$ cat src/rtl/wash_cycle_sequencer.sv
// Master controller for one washing-machine run: coin, door check, then timed FILL/WASH/RINSE/SPIN.
// Latency: one state step per clock; tmr_enable reacts to timer_pause combinationally in SPIN.
// Backpressure: none; the timer's done flag alone advances timed phases, pause stalls only SPIN.
//
// Ports:
//   clk, reset          rising-edge clock, asynchronous active-low reset
//   coin_in             starts a run (looked at only in IDLE), double_wash latched alongside it
//   door_closed         gates CHECK_DOOR -> FILL
//   timer_pause         holds the timer during SPIN only
//   tmr_done            expiry flag from the phase timer
//   tmr_clear/enable    timer control: clear on the first cycle of a phase, count afterwards
//   tmr_clk_freq        constant ticks per second for the timer
//   tmr_period          current phase length in seconds (0 outside timed phases)
//   phase               0 IDLE, 1 CHECK_DOOR, 2 FILL, 3 WASH, 4 RINSE, 5 SPIN
//   wash_done           one-cycle pulse on the first IDLE cycle after SPIN
module wash_cycle_sequencer #(
  parameter logic [15:0] CLK_FREQ   = 16'd5,
  parameter logic [15:0] FILL_TIME  = 16'd2,
  parameter logic [15:0] WASH_TIME  = 16'd5,
  parameter logic [15:0] RINSE_TIME = 16'd2,
  parameter logic [15:0] SPIN_TIME  = 16'd1
) (
  input  logic        clk,
  input  logic        reset,
  input  logic        coin_in,
  input  logic        double_wash,
  input  logic        door_closed,
  input  logic        timer_pause,
  input  logic        tmr_done,
  output logic        tmr_clear,
  output logic        tmr_enable,
  output logic [15:0] tmr_clk_freq,
  output logic [15:0] tmr_period,
  output logic [2:0]  phase,
  output logic        wash_done
);

  typedef enum logic [2:0] {
    S_IDLE       = 3'd0,
    S_CHECK_DOOR = 3'd1,
    S_FILL       = 3'd2,
    S_WASH       = 3'd3,
    S_RINSE      = 3'd4,
    S_SPIN       = 3'd5
  } state_t;

  state_t state, state_nxt;

  // first_q marks the opening (clear) cycle of a timed phase.
  // second_q remembers a pending second WASH/RINSE pass.
  // done_q marks the IDLE cycle that directly follows SPIN.
  logic first_q, first_nxt;
  logic second_q, second_nxt;
  logic done_q, done_nxt;
  logic timed;
  logic expired;

  // State register
  always_ff @(posedge clk or negedge reset) begin
    if (!reset) begin
      state    <= S_IDLE;
      first_q  <= 1'b0;
      second_q <= 1'b0;
      done_q   <= 1'b0;
    end else begin
      state    <= state_nxt;
      first_q  <= first_nxt;
      second_q <= second_nxt;
      done_q   <= done_nxt;
    end
  end

  // tmr_enable is already low on the clear cycle and while paused, so a done
  // flag seen then (stale count from the previous phase, or a held count)
  // cannot end the phase.
  assign expired = tmr_enable && tmr_done;

  // Next-state logic
  always_comb begin
    state_nxt  = state;
    second_nxt = second_q;
    done_nxt   = 1'b0;
    case (state)
      S_IDLE: begin
        if (coin_in) begin
          state_nxt  = S_CHECK_DOOR;
          second_nxt = double_wash;
        end
      end
      S_CHECK_DOOR: begin
        if (door_closed) state_nxt = S_FILL;
      end
      S_FILL: begin
        if (expired) state_nxt = S_WASH;
      end
      S_WASH: begin
        if (expired) state_nxt = S_RINSE;
      end
      S_RINSE: begin
        if (expired) begin
          if (second_q) begin
            state_nxt  = S_WASH;
            second_nxt = 1'b0;
          end else begin
            state_nxt  = S_SPIN;
          end
        end
      end
      S_SPIN: begin
        if (expired) begin
          state_nxt = S_IDLE;
          done_nxt  = 1'b1;
        end
      end
      default: state_nxt = S_IDLE;
    endcase
    // Any entry into a timed phase, including RINSE -> WASH, starts with a clear.
    first_nxt = (state_nxt != state) &&
                (state_nxt inside {S_FILL, S_WASH, S_RINSE, S_SPIN});
  end

  // Output logic
  always_comb begin
    timed        = state inside {S_FILL, S_WASH, S_RINSE, S_SPIN};
    tmr_clk_freq = CLK_FREQ;
    phase        = state;
    tmr_clear    = timed && first_q;
    tmr_enable   = timed && !first_q && !((state == S_SPIN) && timer_pause);
    wash_done    = (state == S_IDLE) && done_q;
    case (state)
      S_FILL:  tmr_period = FILL_TIME;
      S_WASH:  tmr_period = WASH_TIME;
      S_RINSE: tmr_period = RINSE_TIME;
      S_SPIN:  tmr_period = SPIN_TIME;
      default: tmr_period = 16'd0;
    endcase
  end

endmodule

$ cat config.mk
export PLATFORM = sky130hd
export DESIGN_NAME = wash_cycle_sequencer
export DESIGN_NICKNAME = d
export VERILOG_FILES = /design/src/rtl/wash_cycle_sequencer.sv
export SDC_FILE = /design/constraint.sdc
export NUM_CORES = 1
export LEC_CHECK = 0
export ABC_AREA = 1
export CORE_MARGIN = 8
export CORE_UTILIZATION = 38
export DETAILED_ROUTE_END_ITERATION = 16
export GPL_TIMING_DRIVEN = 0
export PLACE_DENSITY = 0.93
export SLEW_MARGIN = 20
export SYNTH_ARGS = -nofsm -noshare
export SYNTH_HDL_FRONTEND = slang
export SYNTH_SLANG_ARGS = --single-unit
$ cat constraint.sdc
create_clock -name clk -period 3.3 [get_ports clk]
set_clock_uncertainty 0.1 [all_clocks]
set_input_delay 0.495 -clock clk [delete_from_list [all_inputs] [get_ports clk]]
set_output_delay 0.495 -clock clk [all_outputs]
set_load 0.05 [all_outputs]
# After elaboration in Yosys (flattened, before gate mapping)

Index checks and enable logic that the tools add are counted.

Equal/unequal tests: 12
Mux-type cells: 14
Reduce and logical (&&, ||, !) cells: 15

Operators by type and width:

| kind                                                                   | count |
|---|---|
| 3-bit two-way mux                                                      | 7 |
| 3-bit one-hot mux with 6 select lines                                  | 1 |
| 3-bit by 2-bit equality test with 1-bit output (second input constant) | 4 |
| 3-bit equality test (second input constant)                            | 4 |
| 3-bit one-hot mux with 3 select lines                                  | 1 |
| 4-bit nonzero test                                                     | 2 |
| 1-bit logical AND                                                      | 7 |
| 1-bit two-way mux                                                      | 4 |
| 2-bit inequality test (second input constant)                          | 2 |
| 3-bit by 1-bit equality test with 1-bit output (second input constant) | 1 |
| 3-bit zero test                                                        | 1 |
| 3-bit inequality test                                                  | 1 |
| 3-bit AND reduction                                                    | 1 |
| 1-bit zero test                                                        | 2 |
| 1-bit one-hot mux with 2 select lines                                  | 1 |
| 2-bit nonzero test                                                     | 1 |
| 2-bit OR reduction                                                     | 1 |

Flip-flop bits (word level): 6
Input port bits: 7
Output and inout bits: 38
Word-level logic and storage cells: 45

# Depth between registers and ports, before layout

Depth in word-level cells: 10
Gate-level depth with buffers: 11
Depth with buffers taken out: 11

# Worst setup path before layout

No wires, ideal clock.

Kind: register -> output
Start point: reg state[0], in the netlist phase[0]
End point: out wash_done
Data arrival time: 2,227 ps
Required time: 2,705 ps
Slack: 478 ps
Stages on the path, launching flop included: 2
Buffers on the path: 0
Path through: dfrtp_1 > nor4_1

Word-level cells in the longest chain between the ends: 2

Ends and longest elaborated chain:

| element                  | RTL line | RTL |
|---|---|---|
| start: declaration       | 47       | `state_t state, state_nxt;` |
| start signal: assignment | 66       | `state <= state_nxt;` |
| 3-bit zero test          | 129      | `wash_done = (state == S_IDLE) && done_q;` |
| 1-bit logical AND        | 129      |  |
| end: declaration         | 35       | `output logic wash_done` |

No other way between the ends.

# Final worst setup path

Start point: reg state[1], in the netlist phase[1]
End point: out tmr_period[1]

Word-level cells in the longest chain between the ends: 3
Elaborated cells on any way between the ends: 6
Those cells by class: eq/ne (4); mux (1); reduce/logical (1)

Ends and longest elaborated chain:

| element                                                                                      | RTL line | RTL |
|---|---|---|
| 3-bit by 2-bit equality test with 1-bit output / 3-bit equality test (equally long branches) | 130      | `case (state)` |
| 2-bit OR reduction (no line)                                                                 | --       |  |
| 3-bit one-hot mux with 3 select lines (*)                                                    | 130      |  |
| end: declaration                                                                             | 33       | `output logic [15:0] tmr_period,` |

Mark *: on every way between the ends. The rest lies on a longest branch, timed or not.

==> results.yml <==
setup_path:
  path_max_fanout: 6
  crit_required_ps: 2700
  path_class: "flop to output port"
  slowest_stage: "clkdlybuf4s50_1"
  r2r_slack_ps: 1670
  cp_cell_sequence: "inv_2 > nand2_2 > nor2_1 > inv_1 > nand2_1 > clkdlybuf4s50_1"
  cp_slowest_stage_delay_ps: 800
  critPathLaunchType: "flop"
  cp.arrival_ps: 2050
  end_kind: "output port"
clock_network:
  clk_pin_slew_worst_paths_ps: 50
  h-tree-depth: 1
  cts_tree: "yes"
  hold_buffers: 0
  post_cts_buffers: 0
  clock_latency_ps: 260
  numCtsBuffers: 3
  clockRootBuffer: "clkbuf_4"
  cts.sinks: 6
  cts_buffer_depth: 2
  cts_resized: 0
floorplan:
  die_h_um: 58.4
  rows: 15
  die_area_mm2: 0.00341
  pin_count: 45
  die_w_um: 58.4
  coreArea_mm2: 0.00171
  initial_core_util_pct: 39.9
status:
  status: "finished, final reports clean"
flow_run:
  maxCapViolCount: 0
pwr:
  worst_ir_drop_vdd_mv: 0.401
  power.density_mw_per_mm2: 862
  power.leakage_nw: 0.555
drt:
  drt_iter0_drc: 17
  drc: 0
  detail_route.wl_per_cell_um: 10.2
  vias: 635
  drt_first_pass_iters: 4
  vias_per_cell: 3.83
  postRouteWirelength_mm: 1.70
  ant_nets: 0
timing:
  worst_slack_ps: 659
  timing.fmax_mhz: 379
  period_share_pct: 80.0
  slew_headroom_pct: 66.5
  setup_viol: 0
  drv_slew: 0
  worst_pin_slew_ps: 500
  rsz0062_at_grt: "false"
  min_period_ps: 2640
  hold_viol: 0
  tns_ps: 0
placement:
  portBuffers: 15
  routabilityCongestion: 0.811
  place_ws_ps: 742
  dp_hpwl_mm: 1.42
cells_and_area:
  drive_gt1_share_pct: 33.3
  syn2layout_area_growth_pct: 44.8
  num_antenna_cells: 0
  nets: 150
grt:
  grt_antenna_before_repair: 0
  grt_pass1_wl_mm: 2.65
  grt_usage_pct: 10.3
  grt_pass1_vias: 612
  grt_max_degree: 10
  grt.overflow.total: 0
yosys:
  avgSynthCellArea_um2: 7.10
  syn-instance-count: 96
  synth.ff_latch_count: 6
  synth_top_cell_by_area: "buf_4"
  synth_top_cell_area_share_pct: 31.9
  synth_cell_type_count: 22
  synth_commonest_cells: "buf_4, nand2_1, inv_1, dfrtp_1, nand2_2"
  synthArstFlopShare_pct: 100
  synth_ff_type: "dfrtp_1"
  synth_edf_count: 0
  synth_area_um2: 682
  ys_warn_count: 0
  synth_most_common_cell: "buf_4"
  synth_area_leaders: "buf_4, dfrtp_1, nand2_1"
  seq_area_frac_synth_pct: 22.0
min_path:
  holdCritPathClass: "primary input to async pin"
==> final cells by class <==
class                   count  area, um^2
clock buffers               3        22.5
inverters                  12        45.0
repair buffers             15         150
plain buffers              29         218
fillers                   148         721
flip-flops and latches      6         150
multi-input cells          76         370
well taps                  25        31.3
==> cells by family (layout without fill, tap and decap cells) <==
family,Yosys count,count (layout),share of synthesized area [%]
compound gates,7,7,6.42
buf+inv,41,59,38.5
flops,6,6,22.0
simple gates,40,40,31.9
other cells,2,29,1.10
==> flip-flops by register name (all words and copies together) (netlist names) <==
signal    flops
phase         3
done_q        1
first_q       1
second_q      1
==> report_power, final <==
group | switching [mW] | leakage (nW) | internal, mW | total (mW)
registers | 0.0345 | 0.0743 | 0.100 | 0.135
logic | 0.447 | 0.466 | 0.197 | 0.643
clock network | 0.0309 | 0.0138 | 0.0414 | 0.0723
total | 0.512 | 0.555 | 0.339 | 0.851
==> placed cells by master (no fill, tap or decap) <==
| cell | instances |
|---|---|
| a21oi_1 | 2 |
| a21oi_2 | 1 |
| buf_4 | 29 |
| clkbuf_4 | 3 |
| clkdlybuf4s50_1 | 15 |
| conb_1 | 29 |
| dfrtp_1 | 6 |
| inv_1 | 9 |
| inv_2 | 3 |
| nand2_1 | 18 |
| nand2_2 | 5 |
| nand3_1 | 3 |
| nand3_2 | 2 |
| nand4_1 | 2 |
| nand4_4 | 1 |
| nor2_1 | 4 |
| nor2_2 | 2 |
| nor2_4 | 1 |
| nor3_1 | 1 |
| nor4_1 | 1 |
| o211ai_1 | 1 |
| o21a_1 | 1 |
| o21ai_0 | 1 |
| o21ai_1 | 1 |
==> worst max-delay path, delay by kind of cell (launching register included) <==
| kind | cells | cell delay [ps] |
|---|---|---|
| and+or+nand+nor | 3 | 340 |
| buffers and inverters | 3 | 1020 |
| DFF | 1 | 440 |
==> worst paths after layout <==
path	start	to	depth (start not counted)
setup / recovery	phase[1]$_DFF_PN0_	tmr_period[1]	6
hold / removal	reset	done_q$_DFF_PN0_	1
setup reg to reg	phase[1]$_DFF_PN0_	first_q$_DFF_PN0_	8
hold reg to reg	second_q$_DFFE_PN0P_	second_q$_DFFE_PN0P_	2
max in group asynchronous	reset	second_q$_DFFE_PN0P_	1
min in group clk	second_q$_DFFE_PN0P_	second_q$_DFFE_PN0P_	2
==> per-layer routing <==
layer,global-route usage [%],wire [um]
met3,4.35,211
met4,9.44,50
met5,0,0
met1,10.2,651
met2,16.2,782
==> per-stage QoR <==
stage	power [mW]	utilization (%)	instance area (um^2)	cells	hold slack (ps)
floorplan	0.622	-	783	123	99.4
global placement	0.763	56.5	965	163	417
detailed placement	0.775	56.5	965	163	414
CTS	0.854	57.8	987	166	372
finish	0.851	57.8	987	166	373
global route	0.910	57.8	987	166	377
Power figures use the tool's default switching activity.
